==> src/rtl/seg_scan.sv <==
// Multiplexed driver for a bank of active-low common-anode seven-segment digits.
// Latches hex value and dp/blank masks, scans one digit per DIV cycles, registered outputs.
module seg_scan #(
   parameter int unsigned DIGITS = 8,
   parameter int unsigned DIV    = 1000,
   localparam int unsigned IW    = (DIGITS > 1) ? $clog2(DIGITS) : 1
) (
   input  logic                  clk,
   input  logic                  rst_n,
   input  logic                  load,
   input  logic [4*DIGITS-1:0]   value,
   input  logic [DIGITS-1:0]     dp_mask,
   input  logic [DIGITS-1:0]     blank_mask,
   input  logic                  lz_en,
   input  logic                  enable,
   output logic [7:0]            seg,
   output logic [DIGITS-1:0]     an,
   output logic [IW-1:0]         digit_idx
);

   localparam int unsigned PW = (DIV > 1) ? $clog2(DIV) : 1;
   localparam int unsigned VW = 4 * DIGITS;

   logic [VW-1:0]     val_q,  val_d;
   logic [DIGITS-1:0] dp_q,   dp_d;
   logic [DIGITS-1:0] blk_q,  blk_d;
   logic [PW-1:0]     pre_q,  pre_d;
   logic [IW-1:0]     idx_q,  idx_d;
   logic [7:0]        seg_q,  seg_d;
   logic [DIGITS-1:0] an_q,   an_d;
   logic [IW-1:0]     didx_q, didx_d;

   // Active-high glyph, bit7=a .. bit1=g, bit0=dp
   function automatic logic [7:0] glyph(input logic [3:0] n);
      logic [7:0] p;
      case (n)
         4'h0: p = 8'hFC;  4'h1: p = 8'h60;  4'h2: p = 8'hDA;  4'h3: p = 8'hF2;
         4'h4: p = 8'h66;  4'h5: p = 8'hB6;  4'h6: p = 8'hBE;  4'h7: p = 8'hE0;
         4'h8: p = 8'hFE;  4'h9: p = 8'hF6;  4'hA: p = 8'hEE;  4'hB: p = 8'h3E;
         4'hC: p = 8'h9C;  4'hD: p = 8'h7A;  4'hE: p = 8'h9E;  default: p = 8'h8E;
      endcase
      return p;
   endfunction

   // Shadow capture and prescaled digit scan
   always_comb begin
      val_d = val_q;
      dp_d  = dp_q;
      blk_d = blk_q;
      pre_d = pre_q;
      idx_d = idx_q;
      if (load) begin
         val_d = value;
         dp_d  = dp_mask;
         blk_d = blank_mask;
      end
      if (enable) begin
         if (pre_q == PW'(DIV - 1)) begin
            pre_d = '0;
            idx_d = (idx_q == IW'(DIGITS - 1)) ? '0 : idx_q + 1'b1;
         end else begin
            pre_d = pre_q + 1'b1;
         end
      end
   end

   logic [DIGITS-1:0] lz_vec;
   logic              lz_acc;
   logic [3:0]        nib;
   logic              dark;
   logic [7:0]        pat;

   // lz_vec[i]: nibbles i..DIGITS-1 are all zero (digit 0 exempt)
   always_comb begin
      lz_acc = 1'b1;
      lz_vec = '0;
      for (int i = int'(DIGITS) - 1; i >= 0; i--) begin
         lz_acc    = lz_acc & (val_q[4*i +: 4] == 4'd0);
         lz_vec[i] = lz_acc;
      end
      lz_vec[0] = 1'b0;
   end

   // Output pattern for the digit currently selected
   always_comb begin
      nib    = 4'(val_q >> {idx_q, 2'b00});
      dark   = !enable || blk_q[idx_q] || (lz_en && lz_vec[idx_q]);
      pat    = glyph(nib) | {7'b0, dp_q[idx_q]};
      seg_d  = dark ? 8'hFF : ~pat;
      an_d   = enable ? ~(DIGITS'(1) << idx_q) : '1;
      didx_d = idx_q;
   end

   always_ff @(posedge clk or negedge rst_n) begin
      if (!rst_n) begin
         val_q  <= '0;
         dp_q   <= '0;
         blk_q  <= '0;
         pre_q  <= '0;
         idx_q  <= '0;
         seg_q  <= 8'hFF;
         an_q   <= '1;
         didx_q <= '0;
      end else begin
         val_q  <= val_d;
         dp_q   <= dp_d;
         blk_q  <= blk_d;
         pre_q  <= pre_d;
         idx_q  <= idx_d;
         seg_q  <= seg_d;
         an_q   <= an_d;
         didx_q <= didx_d;
      end
   end

   assign seg       = seg_q;
   assign an        = an_q;
   assign digit_idx = didx_q;

endmodule

==> config.mk <==
export PLATFORM = sky130hd
export DESIGN_NAME = seg_scan
export DESIGN_NICKNAME = d
export VERILOG_FILES = /design/src/rtl/seg_scan.sv
export SDC_FILE = /design/constraint.sdc
export NUM_CORES = 1
export LEC_CHECK = 0
export BUFFER_PORTS_ARGS = -buffer_cell sky130_fd_sc_hd__buf_4
export CELL_PAD_IN_SITES_DETAIL_PLACEMENT = 1
export CELL_PAD_IN_SITES_GLOBAL_PLACEMENT = 1
export CORE_MARGIN = 3
export CORE_UTILIZATION = 45
export DETAILED_ROUTE_END_ITERATION = 10
export PLACE_DENSITY_LB_ADDON = 0.2
export SLEW_MARGIN = 25
export SYNTH_ARGS = -nofsm -noshare
export SYNTH_HDL_FRONTEND = slang
export SYNTH_SLANG_ARGS = --single-unit
==> constraint.sdc <==
create_clock -name clk -period 2.6 [get_ports clk]
set_input_delay 0.26 -clock clk [delete_from_list [all_inputs] [get_ports clk]]
set_output_delay 0.26 -clock clk [all_outputs]
set_load 0.01 [all_outputs]
-- After elaboration in Yosys (flattened, before gate mapping)
Memory sizes are Yosys's and may differ from the RTL's.
Index checks and enable logic that the tools add are counted.
- magnitude comparators: 1
- bitwise operators: 9
- add/sub/neg operators: 2
- eq/ne operators: 2
- shifts and indexed selects: 2
- multiplexer cells: 10
- reductions and logical operators: 12
- operator list (cell ; count):
    $shr A32 B5 Y4 ; 1
    $logic_not A4 Y1 ; 7
    $mux W8 ; 2
    $not A8 Y8 ; 2
    $add A10 B1 Y10 const B ; 1
    $eq A10 B10 Y1 const B ; 1
    $mux W10 ; 1
    $bmux W1 S3 ; 3
    $or A8 B1 Y8 ; 1
    $shl A1 B3 Y8 const A ; 1
    $and A1 B1 Y1 ; 6
    $lt A3 B4 Y1 const B ; 1
    $add A3 B1 Y3 const B ; 1
    $eq A3 B3 Y1 const B ; 1
    $mux W1 ; 3
    $mux W3 ; 1
    $logic_or A1 B1 Y1 ; 2
    $reduce_and A2 Y1 ; 1
    $logic_and A1 B1 Y1 ; 1
    $logic_not A1 Y1 ; 1
- logic and storage cells: 47
- ROM bits: 112
- memories: 1
- register bits: 80
- input bits: 53
- memory list (memory ; words ; bits a word ; rd ports ; clocked after memory_dff ; write ports ; RTL line ; source):
    (name not given) ; 16 ; 7 ; 1 ; 0 ; 0 ; 36 ; case (n)

-- Depth between registers and ports, before layout
- depth after elaboration: 12
- depth in mapped cells: 9
- depth with buffers taken out: 8

-- Worst setup path after synthesis
No wires, ideal clock.
- kind: register to register
- start: reg idx_q[1], in the netlist didx_d[1]
- end: reg seg_q[2], in the netlist seg[2]
- arrival time: 2236 ps
- stages on the path, launching flop included: 10
- required time: 2501 ps
- path slack: 266 ps
- library setup time: 99 ps
- buffers on the path: 2
- cells stage by stage: dfrtp_1 -> buf_6 -> buf_2 -> mux4_2 -> mux2i_1 -> inv_1 -> ha_1 -> mux2i_1 -> o22a_1 -> nand3_1
- word-level cells in the longest chain between the ends: 5
- elaborated cells on any way between the ends: 12
- those cells by class: shift (1); mux (5); bitwise (2); reduce/logical (3); memory (1)
- RTL lines (what ; RTL line ; source):
    start: declaration ; 28 ; logic [IW-1:0] idx_q, idx_d;
    start signal: assignment ; 109 ; idx_q <= idx_d;
    $shr A32 B5 Y4 / $bmux W1 S3 (equally long branches) ; 86, 87 ;
    $mem_v2 Z16 W7 / $mux W1 (equally long branches) ; - ;
    $or A8 B1 Y8 (tied with other cells) ; 88 ; pat = glyph(nib) | {7'b0, dp_q[idx_q]};
    $not A8 Y8 / $logic_or A1 B1 Y1 (equally long branches) ; 89, 87 ;
    $mux W8 * ; 89 ; seg_d = dark ? 8'hFF : ~pat;
    via seg_d[2] ; 29 ; logic [7:0] seg_q, seg_d;
    end signal: assignment ; 110 ; seg_q <= seg_d;
    end: declaration ; 29 ;
The timed path passes the listed nets; every way through them passes the cells marked *. The select of a mux whose other input is x is not followed.
A chain may end at the register's enable or synchronous reset.

-- Final worst setup path
- start: reg val_q[25]
- end: reg seg_q[3], in the netlist seg[3]
- word-level cells in the longest chain between the ends: 12
- elaborated cells on any way between the ends: 16
- those cells by class: shift (1); mux (3); bitwise (8); reduce/logical (3); memory (1)
- RTL lines (what ; RTL line ; source):
    start: declaration ; 24 ; logic [VW-1:0] val_q, val_d;
    start signal: assignment ; 105 ; val_q <= val_d;
    $logic_not A4 Y1 ; 78 ; lz_acc = lz_acc & (val_q[4*i +: 4] == 4'd0);
    $and A1 B1 Y1 (6 in series) ; 78 ;
    $bmux W1 S3 ; 87 ; dark = !enable || blk_q[idx_q] || (lz_en && lz_vec[idx_q]);
    $mux W1 (not written as such) ; 87 ;
    $logic_and A1 B1 Y1 ; 87 ;
    $logic_or A1 B1 Y1 ; 87 ;
    $mux W8 * ; 89 ;
    via seg_d[3] ; 29 ;
Marked as above.

==> impl_metrics.csv <==
group,metric,value,unit
power,pwr-share-clk,33.1,%
worst_setup_path,worstPathArrival,2580,ps
synthesis,synth_seq_cells,80,
final_layout,fill_cells,822,
final_layout,num_antenna_cells,0,
hold_path,hp-class,"in -> reg",
sta,worst_pin_slew,717,ps
placement,io_buffers,71,
clocking,cts_buffer_depth,2,
worst_setup_path,path_class,"reg -> reg",
sta,period_needed,2300,ps
sta,hold_slack,133,ps
power,p_int,2300,uW
final_layout,synthToLayoutAreaGrowth,23.8,%
floorplan,start_util,47.4,%
drt,drt_first_pass_iters,5,
clocking,clkLatencyLatePin,350,ps
synthesis,syn_nets,343,
synthesis,synth_edf_count,0,
worst_setup_path,worst_ep_required_time,2880,ps
final_layout,finalNetCount,419,
synthesis,ys_types,40,
synthesis,synth_top_flop_cell,"dfrtp_1",
final_layout,layout_common_cells,"buf_4 (77), dfrtp_1 (63), mux2_2 (49), nand3_1 (17), dfstp_2 (16)",
floorplan,design.die.area,9480,um2
power,p_leak,0.00202,uW
clocking,cts_tree,"done",
clocking,cts_sinks,80,
clocking,cts_root_buffer,"clkbuf_8",
power,peakVddDrop,0.299,mV
placement,place_hpwl,6210,um
worst_setup_path,cp_max_fo,8,
global_route,grt_pass1_vias,2772,
sta,rsz0062_at_grt,"no",
job,maxCapViolCount,0,
global_route,grt_pass1_wl,14600,um
global_route,antenna_found_initial,0,
floorplan,die_w,97.3,um
global_route,overflow,0,
placement,dp_cells,443,
power,switching_power,861,uW
floorplan,std_cell_rows,32,
synthesis,postSynthAreaPerCell,13.6,um2
synthesis,ys_warn_count,0,
clocking,htreeDepth,3,
floorplan,core-area,7930,um2
power,switching_share,27.3,%
drt,drt-total-wl,8620,um
synthesis,synthesis.area,3750,um2
final_layout,final_common_cell,"buf_4",
final_layout,fin_cells,460,
sta,maxSlewHeadroom,52.2,%
final_layout,stdcell_area,4650,um2
power,sequentialPowerShare,48.3,%
synthesis,async_flop_share,100,%
drt,drc,0,
worst_setup_path,setup.worst_path.end_class,"flip-flop",
floorplan,fp.dieH,97.3,um
global_route,grt_start_max_net_pins,81,
drt,wl_per_cell,18.7,um
power,power.density,679,nW/um2
placement,gp_congestion,0.883,
clocking,numCtsBuffers,9,
outcome,status,"complete, no violations",
final_layout,regArea,2020,um2
drt,drt_iter0_drc,115,
drt,viasPerCell,5.50,
floorplan,ios,72,
sta,hold_viol_final,0,
drt,ant_nets,0,
global_route,grt_use_total,19.2,%
power,combPwrFrac,18.7,%
sta,timing.final.crit_share,88.3,%
final_layout,drive_gt1_share,49.4,%
placement,dpl-instance-area,4400,um2
clocking,clkTransAtPathRegs,90,ps
sta,maxSlewViolCount,0,
power,power,3160,uW
synthesis,yosysSeqAreaShare,53.8,%
sta,fmax,436,MHz
sta,fin_setup_tns,0,ps
sta,finClkSkew,10.4,ps
drt,vias,2528,
clocking,cts_setup_buffers,0,
synthesis,synthCells,277,
final_layout,multi_input_area,1640,um2
worst_setup_path,cp-start-kind,"flip-flop",
sta,setup_viol,0,
final cells by class:
cell class | count | area share, %
Sequential cell | 80 | 43.5
Multi-Input combinational cell | 175 | 35.2
Timing Repair Buffer | 79 | 12.9
Clock buffer | 10 | 2.96
Tap cell | 102 | 2.75
Clock inverter | 6 | 1.99
Inverter | 8 | 0.646
repair_timing:
action / 4_1_cts / 5_1_grt
hold buffers: 0 / 1
hold endpoints to repair: 0 / 3
setup endpoints to repair: 0 / 3
gates resized for setup: 0 / 1
power groups by stage:
stage	clock (uW)	sequential, uW	combinational [uW]
after floorplan	0	1510	382
after global placement	0	1540	571
after detailed placement	0	1550	592
after CTS	1060	1520	597
after global routing	1120	1540	653
final	1040	1520	590
Yosys cell counts (2+ instances only):
library cell | instances | area, um2
inv_1 | 7 | 26.3
mux2_2 | 49 | 552
and3_1 | 2 | 12.5
a21oi_1 | 4 | 20.0
nand2_1 | 14 | 52.6
nor4_1 | 7 | 43.8
nor2_1 | 4 | 15.0
buf_2 | 4 | 20.0
dfrtp_1 | 64 | 1600
o21ai_1 | 3 | 15.0
dfstp_2 | 16 | 420
a31oi_1 | 2 | 12.5
clkbuf_1 | 7 | 26.3
buf_1 | 2 | 7.51
nand3b_1 | 2 | 15.0
or3_1 | 2 | 12.5
o21ai_0 | 6 | 30.0
nand3_1 | 17 | 85.1
nand2b_1 | 4 | 25.0
ha_1 | 13 | 163
xnor2_1 | 5 | 43.8
mux4_2 | 12 | 270
nor3_1 | 4 | 20.0
o22a_1 | 3 | 26.3
mux2_4 | 2 | 30.0
mux2i_1 | 8 | 80.1
critical path, stage by stage, from the launching register on:
cell	delay [ps]
dfrtp_1	430
nor4_1	470
o21ai_1	140
a2111oi_0	570
o21ai_1	400
nand3_1	220
per-layer routing:
metal / global-route usage, % / wire, um
met1: 25.6 / 3860
met2: 32.4 / 4360
met3: 3.30 / 318
met4: 5.54 / 90
met5: 0 / 0
metrics by stage:
| step | setup slack (ps) | util (%) |
|---|---|---|
| floorplan | 266 | - |
| global placement | 269 | 55.5 |
| detailed placement | 176 | 55.5 |
| CTS | 134 | 58.4 |
| global route | 53.4 | 58.6 |
| finish | 304 | 58.6 |
worst paths after layout:
path	start	end	slack (ps)	cells past startpoint
min	value[8]	val_q[8]$_DFFE_PN0P_	130	2
max	val_q[25]$_DFFE_PN0P_	seg[3]$_DFF_PN1_	300	5
min reg2reg	pre_q[4]$_DFFE_PN0P_	pre_q[4]$_DFFE_PN0P_	500	1
min in group asynchronous	rst_n	pre_q[3]$_DFFE_PN0P_	490	2
max in group asynchronous	rst_n	didx_d[1]$_DFFE_PN0P_	1550	2
max reg2reg	val_q[25]$_DFFE_PN0P_	seg[3]$_DFF_PN1_	300	5
state kept, by name (all words and copies together), names as in the netlist:
register / flops
dp_q: 8
blk_q: 8
seg: 8
didx_d: 3
val_q: 32
pre_q: 10
an: 8
digit_idx: 3
kinds of logic after synthesis:
logic type / synth area share [%]
xor gates and xnor gates: 1.17
muxes: 25.4
and+or+nand+nor: 8.66
AOI/OAI and AO/OA: 4.03
DFF: 53.8
adders and majority gates: 4.33
buffers and inverters: 2.53
Power figures use the tool's default switching activity.
